[config.mk]
export PLATFORM = sky130hd
export DESIGN_NAME = mem_access_arbiter_flat
export DESIGN_NICKNAME = d
export VERILOG_FILES = /design/src/rtl/mem_access_arbiter_if.sv /design/src/rtl/mem_access_arbiter.sv /design/src/flat_wrapper.sv
export SDC_FILE = /design/constraint.sdc
export NUM_CORES = 1
export LEC_CHECK = 0
export ABC_CLOCK_PERIOD_IN_PS = 3030
export CORE_ASPECT_RATIO = 0.75
export CORE_MARGIN = 2
export CORE_UTILIZATION = 51
export CTS_CLUSTER_SIZE = 28
export DETAILED_ROUTE_END_ITERATION = 16
export MAX_ROUTING_LAYER = met4
export PLACE_DENSITY = 0.8
export RECOVER_POWER = 50
export SKIP_CTS_REPAIR_TIMING = 1
export SYNTH_ARGS = -nofsm -noshare
export SYNTH_HDL_FRONTEND = slang
export SYNTH_SLANG_ARGS = --single-unit
[constraint.sdc]
create_clock -name clk -period 3.03 [get_ports clk]
set_clock_uncertainty 0.05 [all_clocks]
set_input_delay 0.4545 -clock clk [delete_from_list [all_inputs] [get_ports clk]]
set_output_delay 0.4545 -clock clk [all_outputs]
set_load 0.02 [all_outputs]
[src/rtl/mem_access_arbiter_if.sv]
// -----------------------------------------------------------------------------
// mem_access_arbiter_if
//
// Bundles every handshake and bus signal of the memory access arbiter:
//   - fetch requester   : if_req, if_addr       -> if_done, if_err, if_data
//   - data requester    : d_req, d_rw, d_type, d_addr, d_wdata
//                                               -> d_done, d_err, d_rdata
//   - byte-wide RAM     : ram_en, ram_rw, ram_addr, ram_wdata <- ram_rdata
//   - status            : busy
//
// Modports:
//   master : the arbiter itself (masters the RAM, answers both requesters)
//   slave  : the surrounding system (requesters plus the RAM)
// -----------------------------------------------------------------------------
interface mem_access_arbiter_if #(
    parameter int ADDR_W = 9
);
    // Instruction fetch side
    logic              if_req;
    logic [ADDR_W-1:0] if_addr;
    logic              if_done;
    logic              if_err;
    logic [31:0]       if_data;

    // Data load/store side
    logic              d_req;
    logic              d_rw;
    logic [1:0]        d_type;
    logic [ADDR_W-1:0] d_addr;
    logic [31:0]       d_wdata;
    logic              d_done;
    logic              d_err;
    logic [31:0]       d_rdata;

    // RAM side
    logic              ram_en;
    logic              ram_rw;
    logic [ADDR_W-1:0] ram_addr;
    logic [7:0]        ram_wdata;
    logic [7:0]        ram_rdata;

    // Status
    logic              busy;

    modport master (
        input  if_req, if_addr,
        input  d_req, d_rw, d_type, d_addr, d_wdata,
        input  ram_rdata,
        output if_done, if_err, if_data,
        output d_done, d_err, d_rdata,
        output ram_en, ram_rw, ram_addr, ram_wdata,
        output busy
    );

    modport slave (
        output if_req, if_addr,
        output d_req, d_rw, d_type, d_addr, d_wdata,
        output ram_rdata,
        input  if_done, if_err, if_data,
        input  d_done, d_err, d_rdata,
        input  ram_en, ram_rw, ram_addr, ram_wdata,
        input  busy
    );
endinterface

[src/rtl/mem_access_arbiter.sv]
// -----------------------------------------------------------------------------
// mem_access_arbiter
//
// Shares a byte-wide RAM between instruction fetch (IF) and data load/store
// (D). Each granted request is broken into big-endian byte transfers, one at
// a time; the assembled result comes back with a one-cycle done pulse.
// Misaligned or illegal requests complete one cycle after grant with err set
// and never touch the RAM.
//
// Ports:
//   clk  : system clock, rising edge active
//   clr  : asynchronous active-low reset
//   bus  : mem_access_arbiter_if.master (requesters, RAM, busy)
//
// Latency from the request-sampling cycle c0 to done:
//   word read c9, halfword read c5, byte read c3,
//   word write c5, halfword write c3, byte write c2, misaligned c1.
// -----------------------------------------------------------------------------
module mem_access_arbiter #(
    parameter int ADDR_W = 9
) (
    input logic                  clk,
    input logic                  clr,
    mem_access_arbiter_if.master bus
);

    typedef enum logic [1:0] {
        IDLE    = 2'd0,
        ISSUE   = 2'd1,
        CAPTURE = 2'd2,
        DONE    = 2'd3
    } state_t;

    state_t            state;
    logic              last_grant_d;   // 0 = IF was granted last, 1 = D
    logic              cur_d;          // owner of the access in flight
    logic              cur_rw;
    logic [1:0]        cur_last;       // nbytes - 1
    logic [1:0]        k;              // byte counter
    logic [ADDR_W-1:0] cur_addr;
    logic [31:0]       cur_wdata;
    logic [23:0]       sr;             // bytes already captured, oldest highest

    // Grant decode, evaluated while IDLE
    logic              sel_d;
    logic              sel_rw;
    logic              sel_bad;
    logic [1:0]        sel_last;
    logic [ADDR_W-1:0] sel_addr;
    logic [31:0]       sel_wdata;

    // Per-byte helpers
    logic [1:0]        k_nxt;
    logic              last_byte;
    logic [ADDR_W-1:0] addr_nxt;
    logic [31:0]       word_in;

    function automatic logic [7:0] pick_byte(input logic [31:0] w, input logic [1:0] idx);
        case (idx)
            2'd0:    return w[7:0];
            2'd1:    return w[15:8];
            2'd2:    return w[23:16];
            default: return w[31:24];
        endcase
    endfunction

    always_comb begin
        // NOTE: every signal gets a default before any branch so no path
        // leaves one unassigned, which would otherwise infer a latch.
        sel_d     = bus.d_req && (!bus.if_req || !last_grant_d);
        sel_rw    = 1'b1;
        sel_last  = 2'd3;
        sel_addr  = bus.if_addr;
        sel_wdata = 32'h0;
        sel_bad   = (bus.if_addr[1:0] != 2'b00);
        if (sel_d) begin
            sel_rw    = bus.d_rw;
            sel_addr  = bus.d_addr;
            sel_wdata = bus.d_wdata;
            case (bus.d_type)
                2'b00: begin
                    sel_last = 2'd0;
                    sel_bad  = 1'b0;
                end
                2'b01: begin
                    sel_last = 2'd1;
                    sel_bad  = bus.d_addr[0];
                end
                2'b10: begin
                    sel_last = 2'd3;
                    sel_bad  = (bus.d_addr[1:0] != 2'b00);
                end
                default: begin
                    sel_last = 2'd0;
                    sel_bad  = 1'b1;
                end
            endcase
        end
    end

    // Aligned accesses never cross the top of the RAM, so no wrap handling.
    assign k_nxt     = k + 2'd1;
    assign last_byte = (k == cur_last);
    assign addr_nxt  = cur_addr + {{(ADDR_W-2){1'b0}}, k_nxt};
    assign word_in   = {sr, bus.ram_rdata};

    // NOTE: all state and registered outputs use non-blocking assignments so
    // every register samples pre-edge values regardless of statement order.
    always_ff @(posedge clk or negedge clr) begin
        if (!clr) begin
            state         <= IDLE;
            last_grant_d  <= 1'b0;
            cur_d         <= 1'b0;
            cur_rw        <= 1'b0;
            cur_last      <= 2'd0;
            k             <= 2'd0;
            cur_addr      <= '0;
            cur_wdata     <= 32'h0;
            sr            <= 24'h0;
            bus.if_done   <= 1'b0;
            bus.if_err    <= 1'b0;
            bus.if_data   <= 32'h0;
            bus.d_done    <= 1'b0;
            bus.d_err     <= 1'b0;
            bus.d_rdata   <= 32'h0;
            bus.ram_en    <= 1'b0;
            bus.ram_rw    <= 1'b0;
            bus.ram_addr  <= '0;
            bus.ram_wdata <= 8'h00;
            bus.busy      <= 1'b0;
        end else begin
            case (state)
                IDLE: begin
                    if (bus.if_req || bus.d_req) begin
                        last_grant_d <= sel_d;
                        cur_d        <= sel_d;
                        cur_rw       <= sel_rw;
                        cur_last     <= sel_last;
                        cur_addr     <= sel_addr;
                        cur_wdata    <= sel_wdata;
                        k            <= 2'd0;
                        sr           <= 24'h0;   // zero-extends short reads
                        bus.busy     <= 1'b1;
                        if (sel_bad) begin
                            // Rejected at grant: straight to DONE, RAM untouched.
                            state <= DONE;
                            if (sel_d) begin
                                bus.d_done <= 1'b1;
                                bus.d_err  <= 1'b1;
                            end else begin
                                bus.if_done <= 1'b1;
                                bus.if_err  <= 1'b1;
                            end
                        end else begin
                            // First byte goes out at the base address; for a
                            // write that is the most significant byte.
                            state         <= ISSUE;
                            bus.ram_en    <= 1'b1;
                            bus.ram_rw    <= sel_rw;
                            bus.ram_addr  <= sel_addr;
                            bus.ram_wdata <= sel_rw ? 8'h00 : pick_byte(sel_wdata, sel_last);
                        end
                    end
                end

                ISSUE: begin
                    if (cur_rw) begin
                        // Read data arrives next cycle; strobe drops meanwhile.
                        state      <= CAPTURE;
                        bus.ram_en <= 1'b0;
                    end else if (last_byte) begin
                        state         <= DONE;
                        bus.ram_en    <= 1'b0;
                        bus.ram_wdata <= 8'h00;
                        if (cur_d) bus.d_done  <= 1'b1;
                        else       bus.if_done <= 1'b1;
                    end else begin
                        // Writes stream back-to-back with ram_en held high.
                        k             <= k_nxt;
                        bus.ram_addr  <= addr_nxt;
                        bus.ram_wdata <= pick_byte(cur_wdata, cur_last - k_nxt);
                    end
                end

                CAPTURE: begin
                    sr <= word_in[23:0];
                    if (last_byte) begin
                        state <= DONE;
                        if (cur_d) begin
                            bus.d_done  <= 1'b1;
                            bus.d_rdata <= word_in;
                        end else begin
                            bus.if_done <= 1'b1;
                            bus.if_data <= word_in;
                        end
                    end else begin
                        state        <= ISSUE;
                        k            <= k_nxt;
                        bus.ram_en   <= 1'b1;
                        bus.ram_addr <= addr_nxt;
                    end
                end

                DONE: begin
                    // Single-cycle pulse; re-arbitration happens in IDLE.
                    state       <= IDLE;
                    bus.if_done <= 1'b0;
                    bus.if_err  <= 1'b0;
                    bus.d_done  <= 1'b0;
                    bus.d_err   <= 1'b0;
                    bus.busy    <= 1'b0;
                end

                default: begin
                    state    <= IDLE;
                    bus.busy <= 1'b0;
                end
            endcase
        end
    end

endmodule

[src/flat_wrapper.sv]
// flat-port wrapper written by rule: the top's interface ports become plain ports
module mem_access_arbiter_flat 
#(
    parameter int ADDR_W = 9
)
  (clk, clr, bus_if_req, bus_if_addr, bus_d_req, bus_d_rw, bus_d_type, bus_d_addr, bus_d_wdata, bus_ram_rdata, bus_if_done, bus_if_err, bus_if_data, bus_d_done, bus_d_err, bus_d_rdata, bus_ram_en, bus_ram_rw, bus_ram_addr, bus_ram_wdata, bus_busy);
  mem_access_arbiter_if #(.ADDR_W(ADDR_W)) bus_i ();
  input logic clk;
  input logic clr;
  input wire logic [$bits(bus_i.if_req)-1:0] bus_if_req;
  input wire logic [$bits(bus_i.if_addr)-1:0] bus_if_addr;
  input wire logic [$bits(bus_i.d_req)-1:0] bus_d_req;
  input wire logic [$bits(bus_i.d_rw)-1:0] bus_d_rw;
  input wire logic [$bits(bus_i.d_type)-1:0] bus_d_type;
  input wire logic [$bits(bus_i.d_addr)-1:0] bus_d_addr;
  input wire logic [$bits(bus_i.d_wdata)-1:0] bus_d_wdata;
  input wire logic [$bits(bus_i.ram_rdata)-1:0] bus_ram_rdata;
  output wire logic [$bits(bus_i.if_done)-1:0] bus_if_done;
  output wire logic [$bits(bus_i.if_err)-1:0] bus_if_err;
  output wire logic [$bits(bus_i.if_data)-1:0] bus_if_data;
  output wire logic [$bits(bus_i.d_done)-1:0] bus_d_done;
  output wire logic [$bits(bus_i.d_err)-1:0] bus_d_err;
  output wire logic [$bits(bus_i.d_rdata)-1:0] bus_d_rdata;
  output wire logic [$bits(bus_i.ram_en)-1:0] bus_ram_en;
  output wire logic [$bits(bus_i.ram_rw)-1:0] bus_ram_rw;
  output wire logic [$bits(bus_i.ram_addr)-1:0] bus_ram_addr;
  output wire logic [$bits(bus_i.ram_wdata)-1:0] bus_ram_wdata;
  output wire logic [$bits(bus_i.busy)-1:0] bus_busy;
  assign bus_i.if_req = bus_if_req;
  assign bus_i.if_addr = bus_if_addr;
  assign bus_i.d_req = bus_d_req;
  assign bus_i.d_rw = bus_d_rw;
  assign bus_i.d_type = bus_d_type;
  assign bus_i.d_addr = bus_d_addr;
  assign bus_i.d_wdata = bus_d_wdata;
  assign bus_i.ram_rdata = bus_ram_rdata;
  assign bus_if_done = bus_i.if_done;
  assign bus_if_err = bus_i.if_err;
  assign bus_if_data = bus_i.if_data;
  assign bus_d_done = bus_i.d_done;
  assign bus_d_err = bus_i.d_err;
  assign bus_d_rdata = bus_i.d_rdata;
  assign bus_ram_en = bus_i.ram_en;
  assign bus_ram_rw = bus_i.ram_rw;
  assign bus_ram_addr = bus_i.ram_addr;
  assign bus_ram_wdata = bus_i.ram_wdata;
  assign bus_busy = bus_i.busy;
  mem_access_arbiter #(.ADDR_W(ADDR_W)) u_core (.clk(clk), .clr(clr), .bus(bus_i));
endmodule
==> impl_metrics.env, run 1 <==
export IMPL_cts_clk_slew_worst_paths_ns=0.07
export IMPL_post_route_util_pct=69.3
export IMPL_yosysUniqueCellTypes=57
export IMPL_syn_to_layout_area_delta_pct=32.9
export IMPL_h_tree_depth=4
export IMPL_setup_worst_path_end_class="flip-flop"
export IMPL_cap_violations=1
export IMPL_failed_checks="capacitance limit, slew limit"
export IMPL_synth_top_cell_area_share_pct=56.4
export IMPL_worst_path_buf_inv=3
export IMPL_totalWireLength_mm=17.6
export IMPL_pwr_density_cell_nw_per_um2=1140
export IMPL_pwr_share_seq_pct=34.1
export IMPL_grt_first_pass_wirelength_mm=28.6
export IMPL_period_needed_ns=2.70
export IMPL_grt_overflow_total=0
export IMPL_synth_ff_latch_count=161
export IMPL_rsz0062_at_grt="false"
export IMPL_most_frequent_standard_cell_in_the_layout_excluding_fill_and_tap_cells="sky130_fd_sc_hd__dfrtp_1"
export IMPL_dieWidth_um=141
export IMPL_netSwitchingPower_w=0.00423
export IMPL_cts_root_buf="sky130_fd_sc_hd__clkbuf_16"
export IMPL_combinationalPowerShare_pct=45.5
export IMPL_num_fill_cells=940
export IMPL_drv_slew=71
export IMPL_gp_congestion=0.892
export IMPL_timing_critical_path_required_ns=3.21
export IMPL_finalCritPeriodShare_pct=89.2
export IMPL_final_cell_mix="sky130_fd_sc_hd__dfrtp_1 (161), sky130_fd_sc_hd__clkdlybuf4s50_1 (129), sky130_fd_sc_hd__mux2_2 (66)"
export IMPL_ff_latch_area_um2=4030
export IMPL_later_pin_clock_latency_in_the_skew_report_ns=0.42
export IMPL_place_detailed_hpwl_mm=12.4
export IMPL_grt_start_max_net_pins=71
export IMPL_int_pwr_w=0.00655
export IMPL_status="finished with violations"
export IMPL_synthesis_instances=566
export IMPL_num_vias=5210
export IMPL_path_max_fanout=27
export IMPL_io_pin_count=153
export IMPL_netlist_top_cell_by_area="sky130_fd_sc_hd__dfrtp_1"
export IMPL_timing_critical_path_arrival_ns=2.88
export IMPL_sw_frac_of_total_pct=39.2
export IMPL_path_delay_family="buffers and inverters"
export IMPL_finalNetCount=797
export IMPL_synth_flop_cell="sky130_fd_sc_hd__dfrtp_1"
export IMPL_hold_class="flip-flop to flip-flop"
export IMPL_crit_path_frequent_cell="sky130_fd_sc_hd__clkbuf_1"
export IMPL_synthesis_area_per_instance_um2=12.6
export IMPL_setup_total_negative_slack_ns=0
export IMPL_critical_path_max_stage_delay_ns=0.83
export IMPL_regToRegSetupSlack_ns=0.33
export IMPL_async_set_or_reset_flop_fraction_in_the_synthesized_netlist_pct=100
export IMPL_max_clock_path_buffers=2
export IMPL_first_global_vias=5418
export IMPL_yosys_warnings=0
export IMPL_finalHoldViolCount=0
export IMPL_post_route_cells_drive_above_1_share_pct=17.8
export IMPL_criticalPathCategory="flip-flop to flip-flop"
export IMPL_setup_worst_path_start_class="flip-flop"
export IMPL_setup_viol=0
export IMPL_buffer_ports_inserted=152
export IMPL_fmax_mhz=370
export IMPL_antenna_violating_nets_post_route=0
export IMPL_yosysSeqAreaShare_pct=56.4
export IMPL_postSynthNetCount=642
export IMPL_firstDrtPassIters=5
export IMPL_start_util_pct=52.2
export IMPL_p_clk_share_pct=20.5
export IMPL_drcViolationCount=0
export IMPL_antenna_found_initial=0
export IMPL_grt_use_total_pct=25.2
export IMPL_post_synth_main_area_contributors="sky130_fd_sc_hd__dfrtp_1 (56%), sky130_fd_sc_hd__mux2_2 (10%), sky130_fd_sc_hd__a22o_1 (6.9%)"
export IMPL_multiInputGateArea_um2=2940
export IMPL_timing_slew_headroom_pct=-18.8
export IMPL_cp_cell_sequence="inv_1, ha_1, clkbuf_1, o21ai_1, clkbuf_1, o21ai_0"
export IMPL_initialDrtViolationCount=330
export IMPL_rows=37
export IMPL_max_vdd_ir_drop_mv=0.656
export IMPL_die_y_um=107
export IMPL_timing_critical_path_slowest_stage_cell="sky130_fd_sc_hd__clkbuf_1"
export IMPL_antennaDiodeCount=0
export IMPL_vias_per_cell=5.73
export IMPL_tritoncts_num_buffers=17
export IMPL_clock_tree_from_tritoncts="done"
export IMPL_cellLeakagePower_nw=4.31
export IMPL_fin_worst_hold_slack_ns=0.431
export IMPL_synth_area_um2=7150
export IMPL_fp_dieArea_um2=15000
export IMPL_synth_edf_count=0
export IMPL_worstMarginPinSlew_ns=1.78
export IMPL_drt_wirelength_per_cell_um=19.4
export IMPL_core_region_area_um2=13700
export IMPL_clock_sinks=161
state kept, by name, summed over array words and instances (netlist names), 2 cells and up:
register              cells
u_core.bus.ram_addr       9
u_core.state              2
u_core.k                  2
u_core.bus.ram_wdata      8
u_core.sr                24
u_core.bus.if_data       32
u_core.cur_last           2
u_core.cur_addr           9
u_core.bus.d_rdata       32
u_core.cur_wdata         32
cells in the mapped netlist (all sizes together) (2+ instances only):
cell and count:
nor3 16, a21o 3, inv 13, o221ai 6, clkbuf 19, and3 2
a31oi 8, a211oi 3, ha 10, and2 3, a22o 56, o22a 3
nor2 30, or3 3, or2 2, o211ai 6, nand3 3, a21oi 10
mux2 73, buf 14, nor2b 15, mux4 2, nand4 2, xor2 7
mux2i 17, o221a 2, nand2 27, xnor2 4, o21ai 29, dfrtp 161
nand3b 2
final cells by class:
| type | instances | share of cell area (%) |
|---|---|---|
| tap | 175 | 2.30 |
| clock inverter | 15 | 2.08 |
| multi-input combinational | 359 | 31.0 |
| timing repair buffer | 169 | 17.3 |
| inverter | 13 | 0.514 |
| clock buffer | 17 | 4.48 |
| sequential | 161 | 42.4 |
metrics by stage:
| step | setup WS [ns] | cell area (µm²) | total power, W | cells |
|---|---|---|---|---|
| 2_1_floorplan | 0.744 | 7150 | 0.00666 | 566 |
| 3_3_place_gp | 0.349 | 8940 | 0.00842 | 877 |
| 3_5_place_dp | 0.249 | 8940 | 0.00864 | 877 |
| 4_1_cts | 0.364 | 9560 | 0.0109 | 909 |
| 5_1_grt | 0.111 | 9500 | 0.0114 | 909 |
| 6_report | 0.327 | 9500 | 0.0108 | 909 |
routing by layer:
layer  vias to the layer above  GRT usage (%)  share of wire, %
met4                         0           7.93               1.5
li1                       2388              -                 -
met1                      2592           34.4                45
met5                         -              -                 0
met2                       208           38.6                47
met3                        22           5.05               6.0
cell families after synthesis:
kind of cell / after synthesis / share of synthesized area (%)
AOI/OAI and AO/OA: 135 / 14.7
xor gates and xnor gates: 11 / 1.98
adders and majority gates: 11 / 2.03
buffers and inverters: 46 / 2.75
DFF: 161 / 56.4
muxes: 92 / 14.6
and+or+nand+nor: 110 / 7.56
power by group through the flow:
| stage | Sequential [W] | Combinational, W | Clock (W) |
|---|---|---|---|
| 4_1_cts | 0.00367 | 0.00498 | 0.00225 |
| 3_5_place_dp | 0.00370 | 0.00494 | 0 |
| 5_1_grt | 0.00379 | 0.00528 | 0.00235 |
| 2_1_floorplan | 0.00408 | 0.00258 | 0 |
| 3_3_place_gp | 0.00364 | 0.00478 | 0 |
| 6_report | 0.00368 | 0.00490 | 0.00221 |
path summary, 6_finish.rpt:
path,start,to,depth (start not counted)
setup / recovery,u_core.state[0],u_core.cur_addr[1],6
hold reg to reg,u_core.bus.if_data[5],u_core.bus.if_data[5],1
hold / removal,u_core.bus.if_data[5],u_core.bus.if_data[5],1
max in group asynchronous,clr,u_core.bus.if_err,2
min in group asynchronous,clr,u_core.bus.ram_wdata[0],1
setup reg to reg,u_core.state[0],u_core.cur_addr[1],6
No activity file was read; power rests on OpenSTA's default activity.
==> inputs of run 2 (changes only) <==
--- a/config.mk
+++ b/config.mk
@@ -6,6 +6,7 @@
 export NUM_CORES = 1
 export LEC_CHECK = 0
 export ABC_CLOCK_PERIOD_IN_PS = 3030
+export CAP_MARGIN = 25
 export CORE_ASPECT_RATIO = 0.75
 export CORE_MARGIN = 2
 export CORE_UTILIZATION = 51
==> impl_metrics.env, run 2 (synthesized netlist as in run 1, its figures left out) <==
export IMPL_status="finished with violations"
export IMPL_failed_checks="capacitance limit, slew limit"
export IMPL_worstMarginPinSlew_ns=1.78
export IMPL_firstDrtPassIters=5
export IMPL_grt_use_total_pct=25.2
export IMPL_finalWorstSetupSlack_ns=0.341
export IMPL_finalHoldViolCount=0
export IMPL_totalWireLength_mm=17.7
export IMPL_num_fill_cells=939
export IMPL_setup_total_negative_slack_ns=0
export IMPL_timing_slew_headroom_pct=-18.7
export IMPL_dieWidth_um=141
export IMPL_pre_cts_slack_ns=0.249
export IMPL_cap_violations=1
export IMPL_io_pin_count=153
export IMPL_later_pin_clock_latency_in_the_skew_report_ns=0.42
export IMPL_period_needed_ns=2.69
export IMPL_initialDrtViolationCount=315
export IMPL_drt_wirelength_per_cell_um=19.4
export IMPL_num_vias=5231
export IMPL_timing_critical_path_required_ns=3.21
export IMPL_critical_path_max_stage_delay_ns=0.83
export IMPL_crit_path_frequent_cell="sky130_fd_sc_hd__clkbuf_1"
export IMPL_cts_clk_slew_worst_paths_ns=0.07
export IMPL_drcViolationCount=0
export IMPL_finalNetCount=798
export IMPL_max_clock_path_buffers=2
export IMPL_antennaDiodeCount=0
export IMPL_cp_cell_sequence="inv_1, ha_1, clkbuf_1, o21ai_1, clkbuf_1, o21ai_0"
export IMPL_first_global_vias=5418
export IMPL_place_detailed_hpwl_mm=12.4
export IMPL_vias_per_cell=5.75
export IMPL_tritoncts_num_buffers=17
export IMPL_rsz0062_at_grt="false"
export IMPL_final_cell_mix="sky130_fd_sc_hd__dfrtp_1 (161), sky130_fd_sc_hd__clkdlybuf4s50_1 (129), sky130_fd_sc_hd__mux2_2 (66)"
export IMPL_h_tree_depth=4
export IMPL_cellLeakagePower_nw=4.32
export IMPL_max_vdd_ir_drop_mv=0.656
export IMPL_core_region_area_um2=13700
export IMPL_path_max_fanout=27
export IMPL_grt_start_max_net_pins=71
export IMPL_grt_overflow_total=0
export IMPL_most_frequent_standard_cell_in_the_layout_excluding_fill_and_tap_cells="sky130_fd_sc_hd__dfrtp_1"
export IMPL_die_y_um=107
export IMPL_hold_class="flip-flop to flip-flop"
export IMPL_regToRegSetupSlack_ns=0.34
export IMPL_setup_viol=0
export IMPL_antenna_violating_nets_post_route=0
export IMPL_setup_worst_path_end_class="flip-flop"
export IMPL_start_util_pct=52.2
export IMPL_timing_critical_path_slowest_stage_cell="sky130_fd_sc_hd__clkbuf_1"
export IMPL_gp_congestion=0.892
export IMPL_finalCritPeriodShare_pct=88.7
export IMPL_post_route_cells_drive_above_1_share_pct=18.0
export IMPL_grt_first_pass_wirelength_mm=28.6
export IMPL_buffer_ports_inserted=152
export IMPL_syn_to_layout_area_delta_pct=33.1
export IMPL_setup_worst_path_start_class="flip-flop"
export IMPL_antenna_found_initial=0
export IMPL_drv_slew=71
export IMPL_clock_sinks=161
export IMPL_fmax_mhz=372
export IMPL_largest_registers="u_core.bus.d_rdata: 32 flops, u_core.bus.if_data: 32 flops, u_core.cur_wdata: 32 flops"
export IMPL_fp_dieArea_um2=15000
export IMPL_criticalPathCategory="flip-flop to flip-flop"
export IMPL_cts_root_buf="sky130_fd_sc_hd__clkbuf_16"
export IMPL_timing_critical_path_arrival_ns=2.87
export IMPL_clock_tree_from_tritoncts="done"
export IMPL_rows=37
export IMPL_pwr_density_cell_nw_per_um2=1140
## run 2: area by class of cell
| class | count | area [µm²] | share of cell area, % |
|---|---|---|---|
| well taps | 175 | 219 | 2.30 |
| clock inverters | 15 | 198 | 2.08 |
| flip-flops and latches | 161 | 4030 | 42.3 |
| inverters | 13 | 48.8 | 0.513 |
| repair buffers | 170 | 1660 | 17.4 |
| clock buffers | 17 | 425 | 4.47 |
| multi-input cells | 359 | 2940 | 30.9 |
## run 2: worst max-delay path, delay by kind of cell, from the launching register on
| family | cells | cell delay, ns |
|---|---|---|
| buffers and inverters | 3 | 1.21 |
| adder cells (fa/ha/maj) | 1 | 0.24 |
| AO/OA/AOI/OAI | 2 | 0.59 |
| flip-flops | 1 | 0.42 |
## run 2: path summary, 6_finish.rpt
| path | start | end | depth (start not counted) |
|---|---|---|---|
| worst min-delay path | u_core.bus.if_data[5] | u_core.bus.if_data[5] | 1 |
| worst max register to register | u_core.state[0] | u_core.cur_addr[1] | 6 |
| min in group asynchronous | clr | u_core.bus.ram_wdata[0] | 1 |
| worst min register to register | u_core.bus.if_data[5] | u_core.bus.if_data[5] | 1 |
| worst max-delay path | u_core.state[0] | u_core.cur_addr[1] | 6 |
| max in group asynchronous | clr | u_core.bus.if_err | 2 |
## run 2: report_power, final
group	internal [W]	switching, W	total [W]
Combinational	0.00230	0.00263	0.00493
Sequential	0.00303	0.000651	0.00368
Clock	0.00126	0.000949	0.00221
## run 2: metal layers
| metal | GRT usage (%) | share of wire, % | up-vias |
|---|---|---|---|
| met5 | - | 0 | - |
| met4 | 7.93 | 1.6 | 0 |
| met3 | 5.05 | 6.0 | 22 |
| li1 | - | - | 2392 |
| met1 | 34.4 | 45 | 2611 |
| met2 | 38.6 | 47 | 206 |
## run 2: metrics by stage
step	power (W)	hold slack (ns)	utilization [%]	area, µm²	cells
4_1_cts	0.0109	0.0146	69.8	9560	909
3_3_place_gp	0.00842	0.421	65.2	8940	877
6_report	0.0108	0.431	69.4	9520	910
3_5_place_dp	0.00864	0.424	65.2	8940	877
5_1_grt	0.0115	0.448	69.4	9520	910
2_1_floorplan	0.00666	0.109	-	7150	566
